## config.mk

```make
export PLATFORM = sky130hd
export DESIGN_NAME = oled_spi_driver
export DESIGN_NICKNAME = d
export VERILOG_FILES = /design/src/rtl/oled_pkg.sv /design/src/rtl/oled_spi_shifter.sv /design/src/rtl/oled_spi_driver.sv
export SDC_FILE = /design/constraint.sdc
export NUM_CORES = 1
export LEC_CHECK = 0
export BUFFER_PORTS_ARGS = -buffer_cell sky130_fd_sc_hd__clkbuf_2
export CAP_MARGIN = 20
export CELL_PAD_IN_SITES_DETAIL_PLACEMENT = 1
export CELL_PAD_IN_SITES_GLOBAL_PLACEMENT = 1
export CORE_UTILIZATION = 50
export CTS_BUF_LIST = sky130_fd_sc_hd__clkbuf_4
export DETAILED_ROUTE_END_ITERATION = 7
export PLACE_DENSITY_LB_ADDON = 0.1
export SYNTH_ARGS = -nofsm -noshare
export SYNTH_HDL_FRONTEND = slang
export SYNTH_HIERARCHICAL = 1
export SYNTH_SLANG_ARGS = --single-unit
```

## constraint.sdc

```tcl
create_clock -name clk -period 7.8 [get_ports clk]
set_input_delay 1.56 -clock clk [delete_from_list [all_inputs] [get_ports clk]]
set_output_delay 1.56 -clock clk [all_outputs]
set_load 0.1 [all_outputs]
```

## src/rtl/oled_pkg.sv

```systemverilog
// Shared constants, init command ROM and FSM encoding for the SSD1331 Pmod OLED driver.
package oled_pkg;

  localparam int unsigned OLED_W    = 96;
  localparam int unsigned OLED_H    = 64;
  localparam int unsigned OLED_NPIX = OLED_W * OLED_H;

  localparam int unsigned INIT_LEN       = 37;
  localparam logic [7:0]  CMD_DISPLAY_ON = 8'hAF;

  typedef enum logic [2:0] {
    S_IDLE,
    S_RST,
    S_PWR,
    S_CMD,
    S_VCC,
    S_ON,
    S_PIX
  } oled_state_e;

  function automatic logic [7:0] init_byte(input logic [5:0] idx);
    logic [7:0] b;
    case (idx)
      6'd0:  b = 8'hAE;
      6'd1:  b = 8'hA0;
      6'd2:  b = 8'h72;
      6'd3:  b = 8'hA1;
      6'd4:  b = 8'h00;
      6'd5:  b = 8'hA2;
      6'd6:  b = 8'h00;
      6'd7:  b = 8'hA4;
      6'd8:  b = 8'hA8;
      6'd9:  b = 8'h3F;
      6'd10: b = 8'hAD;
      6'd11: b = 8'h8E;
      6'd12: b = 8'hB0;
      6'd13: b = 8'h0B;
      6'd14: b = 8'hB1;
      6'd15: b = 8'h31;
      6'd16: b = 8'hB3;
      6'd17: b = 8'hF0;
      6'd18: b = 8'h8A;
      6'd19: b = 8'h64;
      6'd20: b = 8'h8B;
      6'd21: b = 8'h78;
      6'd22: b = 8'h8C;
      6'd23: b = 8'h64;
      6'd24: b = 8'hBB;
      6'd25: b = 8'h3A;
      6'd26: b = 8'hBE;
      6'd27: b = 8'h3E;
      6'd28: b = 8'h87;
      6'd29: b = 8'h06;
      6'd30: b = 8'h81;
      6'd31: b = 8'h91;
      6'd32: b = 8'h82;
      6'd33: b = 8'h50;
      6'd34: b = 8'h83;
      6'd35: b = 8'h7D;
      6'd36: b = 8'h2E;
      default: b = 8'h00;
    endcase
    return b;
  endfunction

endpackage

```

## src/rtl/oled_spi_shifter.sv

```systemverilog
// SPI serialiser: sclk tick generator plus a 16-bit MSB-first shift register.
// sdin moves on sclk falling; back-to-back words are possible by loading while load_req is high.
module oled_spi_shifter #(
  parameter int unsigned CLK_DIV = 7
) (
  input  logic        clk,
  input  logic        reset,
  input  logic        load,
  input  logic        wide,
  input  logic [15:0] data,
  output logic        sclk,
  output logic        sdin,
  output logic        busy,
  output logic        load_req,
  output logic        last_bit
);

  localparam int unsigned DivW = (CLK_DIV > 0) ? $clog2(CLK_DIV + 1) : 1;

  logic [DivW-1:0] div_q;
  logic [15:0]     shift_q;
  logic [3:0]      bits_q;
  logic            sclk_q;
  logic            busy_q;
  logic            tick;

  assign tick = (div_q == DivW'(CLK_DIV));

  // Both fire in the final cycle of a high half-period, i.e. just before the next falling edge.
  assign load_req = busy_q && sclk_q && tick && (bits_q == 4'd0);
  assign last_bit = busy_q && sclk_q && tick && (bits_q == 4'd1);

  always_ff @(posedge clk or posedge reset) begin
    if (reset) begin
      div_q   <= '0;
      shift_q <= '0;
      bits_q  <= '0;
      sclk_q  <= 1'b1;
      busy_q  <= 1'b0;
    end else if (load) begin
      shift_q <= wide ? data : {data[7:0], 8'h00};
      bits_q  <= wide ? 4'd15 : 4'd7;
      sclk_q  <= 1'b0;
      div_q   <= '0;
      busy_q  <= 1'b1;
    end else if (busy_q) begin
      if (tick) begin
        div_q <= '0;
        if (!sclk_q) begin
          sclk_q <= 1'b1;
        end else if (bits_q == 4'd0) begin
          busy_q <= 1'b0;
        end else begin
          shift_q <= {shift_q[14:0], 1'b0};
          bits_q  <= bits_q - 4'd1;
          sclk_q  <= 1'b0;
        end
      end else begin
        div_q <= div_q + DivW'(1);
      end
    end
  end

  assign sclk = sclk_q;
  assign sdin = shift_q[15];
  assign busy = busy_q;

endmodule

```

## src/rtl/oled_spi_driver.sv

```systemverilog
// SSD1331 Pmod OLED driver: power-up sequencing, init command stream and continuous
// RGB565 pixel streaming with published scan coordinates.
module oled_spi_driver
  import oled_pkg::*;
#(
  parameter int unsigned CLK_DIV    = 7,
  parameter int unsigned RST_CYCLES = 300,
  parameter int unsigned PWR_CYCLES = 300,
  parameter int unsigned VCC_CYCLES = 10000,
  parameter int unsigned PANEL_ROWS = OLED_H
) (
  input  logic        clk,
  input  logic        reset,
  input  logic [15:0] pixel_data,
  output logic [12:0] pixel_index,
  output logic [6:0]  x,
  output logic [6:0]  y,
  output logic        sample_pixel,
  output logic        frame_begin,
  output logic        ready,
  output logic        cs,
  output logic        sclk,
  output logic        sdin,
  output logic        d_cn,
  output logic        resn,
  output logic        vccen,
  output logic        pmoden
);

  localparam int unsigned MaxRp   = (RST_CYCLES > PWR_CYCLES) ? RST_CYCLES : PWR_CYCLES;
  localparam int unsigned MaxWait = (MaxRp > VCC_CYCLES) ? MaxRp : VCC_CYCLES;
  localparam int unsigned CntW    = $clog2(MaxWait + 1);
  localparam int unsigned LastIdx = OLED_W * PANEL_ROWS - 1;

  oled_state_e     state_q, state_d;
  logic [CntW-1:0] cnt_q;
  logic [5:0]      cmd_idx_q;
  logic            cs_q;
  logic [12:0]     idx_q;
  logic [6:0]      x_q, y_q;

  logic        sh_load, sh_wide, sh_busy, sh_load_req, sh_last_bit;
  logic [15:0] sh_data;

  oled_spi_shifter #(
    .CLK_DIV(CLK_DIV)
  ) u_shifter (
    .clk     (clk),
    .reset   (reset),
    .load    (sh_load),
    .wide    (sh_wide),
    .data    (sh_data),
    .sclk    (sclk),
    .sdin    (sdin),
    .busy    (sh_busy),
    .load_req(sh_load_req),
    .last_bit(sh_last_bit)
  );

  always_ff @(posedge clk or posedge reset) begin
    if (reset) state_q <= S_IDLE;
    else       state_q <= state_d;
  end

  always_comb begin
    state_d = state_q;
    unique case (state_q)
      S_IDLE: state_d = S_RST;
      S_RST:  if (cnt_q == CntW'(RST_CYCLES - 1)) state_d = S_PWR;
      S_PWR:  if (cnt_q == CntW'(PWR_CYCLES - 1)) state_d = S_CMD;
      S_CMD:  if (!sh_busy && cmd_idx_q == 6'(INIT_LEN)) state_d = S_VCC;
      S_VCC:  if (cnt_q == CntW'(VCC_CYCLES - 1)) state_d = S_ON;
      S_ON:   if (sh_load_req) state_d = S_PIX;
      S_PIX:  state_d = S_PIX;
      default: state_d = S_IDLE;
    endcase
  end

  always_comb begin
    sh_load      = 1'b0;
    sh_wide      = 1'b0;
    sh_data      = '0;
    sample_pixel = 1'b0;
    frame_begin  = 1'b0;
    pmoden       = (state_q != S_IDLE);
    resn         = state_q inside {S_PWR, S_CMD, S_VCC, S_ON, S_PIX};
    vccen        = state_q inside {S_VCC, S_ON, S_PIX};
    d_cn         = (state_q == S_PIX);
    ready        = (state_q == S_PIX);
    unique case (state_q)
      S_CMD: begin
        if ((!sh_busy || sh_load_req) && cmd_idx_q < 6'(INIT_LEN)) begin
          sh_load = 1'b1;
          sh_data = {8'h00, init_byte(cmd_idx_q)};
        end
      end
      S_ON: begin
        if (!sh_busy) begin
          sh_load = 1'b1;
          sh_data = {8'h00, CMD_DISPLAY_ON};
        end else if (sh_load_req) begin
          // First pixel is chained straight onto the display-on byte.
          sh_load      = 1'b1;
          sh_wide      = 1'b1;
          sh_data      = pixel_data;
          sample_pixel = 1'b1;
          frame_begin  = (idx_q == '0);
        end
      end
      S_PIX: begin
        if (sh_load_req) begin
          sh_load      = 1'b1;
          sh_wide      = 1'b1;
          sh_data      = pixel_data;
          sample_pixel = 1'b1;
          frame_begin  = (idx_q == '0);
        end
      end
      default: ;
    endcase
  end

  always_ff @(posedge clk or posedge reset) begin
    if (reset) begin
      cnt_q <= '0;
    end else if (state_d != state_q) begin
      cnt_q <= '0;
    end else if (state_q inside {S_RST, S_PWR, S_VCC}) begin
      cnt_q <= cnt_q + CntW'(1);
    end
  end

  always_ff @(posedge clk or posedge reset) begin
    if (reset) begin
      cmd_idx_q <= '0;
      cs_q      <= 1'b1;
    end else begin
      if (state_q == S_CMD && sh_load) cmd_idx_q <= cmd_idx_q + 6'd1;
      if (sh_load) cs_q <= 1'b0;
    end
  end

  // Coordinates move at the start of the current pixel's last bit, well ahead of the next capture.
  always_ff @(posedge clk or posedge reset) begin
    if (reset) begin
      idx_q <= '0;
      x_q   <= '0;
      y_q   <= '0;
    end else if (state_q == S_PIX && sh_last_bit) begin
      if (x_q == 7'(OLED_W - 1)) begin
        x_q <= '0;
        y_q <= (y_q == 7'(PANEL_ROWS - 1)) ? 7'd0 : y_q + 7'd1;
      end else begin
        x_q <= x_q + 7'd1;
      end
      idx_q <= (idx_q == 13'(LastIdx)) ? 13'd0 : idx_q + 13'd1;
    end
  end

  assign cs          = cs_q;
  assign pixel_index = idx_q;
  assign x           = x_q;
  assign y           = y_q;

endmodule

```

* Yosys cells after proc, flatten, opt, wreduce, memory -nomap -nowiden
Memory sizes are Yosys's and may differ from the RTL's.
Index checks and enable logic that the tools add are counted.
W data, S select, Z words.
** Storage, ports and cells
- Bits in registers :: 76
- ROM bits :: 512
- Input bits :: 18
- Output and inout port bits :: 37
- Memories kept :: 1
** Cells by class
- Add/subtract/negate cells :: 7
- $lt $le $gt $ge :: 1
- Eq/ne operators :: 16
- Mux-type cells :: 49
- Reduce and logical (&&, ||, !) cells :: 24
** Memory list
- (name not given) :: depth 64, bits a word 8, read ports 1, clocked after memory_dff 0, wr ports 0, RTL line oled_pkg.sv:23 : case (idx)
** Operator list (count)
- $mux W16 :: 8
- $pmux W16 S3 :: 1
- $mux W14 :: 2
- $mux W3 :: 8
- $mux W4 :: 6
- $pmux W3 S7 :: 1
- $mux W1 :: 16
- $add A14 B1 Y14 const B :: 1
- $add A7 B1 Y7 const B :: 2
- $eq A14 B14 Y1 const B :: 1
- $eq A14 B9 Y1 const B :: 1
- $mux W7 :: 2
- $add A13 B1 Y13 const B :: 1
- $eq A13 B13 Y1 const B :: 1
- $logic_not A13 Y1 :: 1
- $mux W13 :: 1
- $eq A3 B3 Y1 const B :: 4
- $reduce_bool A3 Y1 :: 3
- $logic_and A1 B1 Y1 :: 8
- $mux W8 :: 1
- $reduce_bool A2 Y1 :: 4
- $eq A7 B6 Y1 const B :: 1
- $eq A7 B7 Y1 const B :: 1
- $add A6 B1 Y6 const B :: 1
- other kinds (18) :: 21

* Longest topological paths before layout
- Word-level depth :: 9
- Mapped depth :: 16

* By module
Netlist, hierarchy kept.
** Modules (own cells, without submodules)
- oled_spi_driver :: times used 1, cells an instance 408, area each 3565.9 sq um, seq. area each 1277.5 sq um
- oled_spi_shifter :: times used 1, cells an instance 142, area each 1373.8 sq um, seq. area each 626.9 sq um

* Worst setup path after synthesis
No wires, ideal clock.
- Path kind :: reg-to-output
- Start :: register u_shifter.bits_q[0]
- End :: output port frame_begin
- Arrival :: 4.593 ns
- Path slack :: 1.647 ns
- Stages on the path, launching flop included :: 10
- Buffers on the path :: 3
- Cell sequence :: dfrtp_1 -> inv_1 -> ha_1 -> or3b_1 -> buf_6 -> buf_8 -> nor2_1 -> clkbuf_1 -> nand2_1 -> nor4_1
** On the way
- Longest elaborated chain between the ends :: 5
** RTL lines
- start, declared :: RTL line oled_spi_shifter.sv:22 : logic [3:0] bits_q;
- start signal, assigned :: RTL line oled_spi_shifter.sv:42 : bits_q <= wide ? 4'd15 : 4'd7;
- start signal, assigned :: RTL line oled_spi_shifter.sv:55 : bits_q <= bits_q - 4'd1;
- $logic_not A4 Y1 (*) :: RTL line oled_spi_shifter.sv:30 : assign load_req = busy_q && sclk_q && tick && (bits_q == 4'd0);
- $logic_and A1 B1 Y1 (*) :: RTL line oled_spi_shifter.sv:30
- named net sh_load_req :: RTL line oled_spi_driver.sv:42 : logic sh_load, sh_wide, sh_busy, sh_load_req, sh_last_bit;
- $mux W1 (*) :: RTL line oled_spi_driver.sv:101, oled_spi_driver.sv:111
- $mux W1 :: RTL line oled_spi_driver.sv:98 : if (!sh_busy) begin
- $pmux W1 S2 (*) :: RTL line oled_spi_driver.sv:90 : unique case (state_q)
- end, declared :: RTL line oled_spi_driver.sv:19 : output logic frame_begin,
Mark *: on every way through the listed nets, which the timed path passes. The rest lies on a longest branch.

* Worst setup path in the final report
- Start :: register u_shifter.div_q[0]
- End :: output port sample_pixel
** On the way
- Longest elaborated chain between the ends :: 6
** RTL lines
- start, declared :: RTL line oled_spi_shifter.sv:20 : logic [DivW-1:0] div_q;
- start signal, assigned :: RTL line oled_spi_shifter.sv:59 : div_q <= div_q + DivW'(1);
- $eq A3 B3 Y1 (*) :: RTL line oled_spi_shifter.sv:27 : assign tick = (div_q == DivW'(CLK_DIV));
- $logic_and A1 B1 Y1 (*) (2 in series) :: RTL line oled_spi_shifter.sv:30
- named net sh_load_req :: RTL line oled_spi_driver.sv:42
- $mux W1 (*) :: RTL line oled_spi_driver.sv:101, oled_spi_driver.sv:111
- $mux W1 :: RTL line oled_spi_driver.sv:98
- $pmux W1 S2 (*) :: RTL line oled_spi_driver.sv:90
- end, declared :: RTL line oled_spi_driver.sv:18 : output logic sample_pixel,
Marked as above.

==> flow_summary.toml <==
[synth]
ys_warn_count = 6
syn_inst = 550
synth_area_per_cell_sq_um = 8.98
ys_ff_latch = 76
synth.top_cells.by_count = "dfrtp_1, nand2_1, nor2_1"
synth-edff-count = 0
ys.flop_type = "dfrtp_1"
ys_seq_area_share_pct = 38.6
post-synth-top-count-cell = "dfrtp_1"
synthTopCellsByArea = "dfrtp_1, ha_1, nand2_1"
synth_cell_types = 77
synth_area_leader_cell = "dfrtp_1"
synth-async-reset-ratio_pct = 100
synth_top_area_share_pct = 37.5
synth_area_sq_um = 4940
syn-num-nets = 588

[clock_tree]
cts_buffer_depth = 2
cts_setup_buffers = 0
hold_buffers = 0
cts_root_buf = "clkbuf_4"
ctsResizeCount = 0
clk-insertion-delay-late_ps = 450
cts_tree = "done"
numCtsBuffers = 9
htree_levels = 3
cts_sinks = 76
clkTransAtPathRegs_ps = 130

[setup_path]
path_max_fanout = 28
worstSetupPathType = "reg -> out"
critPathLaunchType = "register"
crit_required_ps = 6240
rrSetupSlack_ps = 4060
worstPathArrival_ps = 3590
endpoint_kind = "output pin"

[route]
dr_total_vias = 4358
first_pass_iters = 5
wl_per_cell_microns = 18.4
drtIter0Drc = 193
drtAntennaViolNets = 0
vias_per_cell = 6.07
route.detailed.drc = 0
wl_microns = 13200

[sta]
maxSlewViolCount = 0
slew_headroom_pct = 35.9
fin_setup_tns_ps = 0
min_period_ps = 5150
hold_viol = 0
setup_viol = 0
timing.hold.ws_ps = 453
skew_ps = 23.6
worstMarginPinSlew_ps = 961
rsz0062_at_grt = "no"
max_freq_mhz = 194
fin_crit_sh_pct = 66.0

[grt]
antenna_found_initial = 0
grt_pass1_wl_microns = 22000
grt_max_degree = 52
grt-ovfl-total = 0
grt_use_total_pct = 27.5
grt_pass1_vias = 4366

[die]
ios = 55
start_util_pct = 52.5
die_w_microns = 101
die_h_microns = 101
num_rows = 35
core_sq_um = 9420
die_area_sq_um = 10300

[pwr]
comb_power_share_pct = 2.2
p_int_mw = 0.500
switching_share_pct = 23.8
power_density_nw_per_um2 = 121
leakage_nw = 2.31
ir_drop_uv = 63.6
power_switching_mw = 0.156
p_seq_share_pct = 60.1
p_clk_share_pct = 37.7

[hold_path]
hold_class = "reg -> reg"

[run_status]
status = "finished, final reports clean"

[final_layout]
finalNetCount = 622
antenna_cells = 0
utilization_pct = 57.3
drive_gt1_share_pct = 17.1
syn_to_final_growth_pct = 9.30

[placement]
gp_congestion = 0.815
port-buffer-count = 54
dp_hpwl_microns = 9200

[flow_run]
cap_violations = 0
==> per-layer routing <==
layer / up-vias / track usage, % / routed length (microns) / part of all wire, %
met5: - / 0 / 0 / 0
met4: 0 / 9.25 / 288 / 2.2
met3: 28 / 5.94 / 507 / 3.8
met2: 102 / 44.7 / 6600 / 50
met1: 2181 / 36.4 / 5850 / 44
li1: 2047 / - / - / -
==> worst paths after layout <==
kind                       cells after the start                    end               start
min in group asynchronous                      3    u_shifter/bits_q[0]               reset
setup reg to reg                              11  u_shifter/shift_q[13]  u_shifter/div_q[0]
hold reg to reg                                2                     cs                  cs
setup / recovery                               8           sample_pixel  u_shifter/div_q[0]
hold / removal                                 2                     cs                  cs
max in group asynchronous                      3           cmd_idx_q[4]               reset
==> metrics by stage <==
step	cell area [sq um]	std cells	power [mW]	setup WS, ps
5_1_grt	5400	718	0.680	2310
3_5_place_dp	5190	699	0.415	3220
2_1_floorplan	4940	550	0.407	1650
6_report	5400	718	0.655	2650
4_1_cts	5330	715	0.662	2710
3_3_place_gp	5190	699	0.415	3340
==> cells in the final DEF (no fill, tap or decap), types with 15 or more instances in the layout <==
cell / count
a22oi_1: 15
clkbuf_2: 54
nand3_1: 17
inv_1: 17
nand2_1: 56
a31oi_1: 22
o21ai_0: 35
dfrtp_1: 74
a21oi_1: 21
xnor2_1: 22
nor2_1: 55
ha_1: 20
==> state kept, by name (all words and copies together) (netlist names) <==
name               cells
u_shifter/sclk         1
pixel_index           13
cmd_idx_q              6
u_shifter/bits_q       4
state_q                3
u_shifter/busy         1
u_shifter/shift_q     16
u_shifter/div_q        3
y                      7
cs                     1
x                      7
cnt_q                 14
==> layout make-up <==
type | count | area [sq um]
clock buffer | 10 | 75.1
clock inverter | 6 | 62.6
fill | 1150 | 4020
inverter | 19 | 71.3
multi-input combinational | 419 | 2770
sequential | 76 | 1900
tap | 129 | 161
timing repair buffer | 59 | 352
==> critical path: stages (launching register included) <==
cell and delay, ps:
dfrtp_1 400, ha_1 180, ha_1 250, nand3_1 570, nor2_1 590, nand2_1 180, nor2_2 150, buf_4 290
clkbuf_2 520
==> logic make-up (layout without fill, tap and decap cells) <==
group                    count (synthesis)  in the layout  synth area share (%)
XOR/XNOR                                35             35                  6.59
multiplexers                            17             17                  4.03
AO/OA/AOI/OAI                          131            131                  17.0
buffers and inverters                   55             94                  5.37
flip-flops                              76             76                  38.6
adder cells (fa/ha/maj)                 20             20                  5.07
AND/OR/NAND/NOR                        216            216                  23.4
==> power by group through the flow <==
stage | Clock, mW | Sequential, mW | Combinational, mW
6_report | 0.247 | 0.394 | 0.0144
5_1_grt | 0.269 | 0.394 | 0.0167
4_1_cts | 0.254 | 0.394 | 0.0133
3_5_place_dp | 0 | 0.401 | 0.0133
3_3_place_gp | 0 | 0.401 | 0.0131
2_1_floorplan | 0 | 0.401 | 0.00587
No activity file was read; power rests on OpenSTA's default activity.
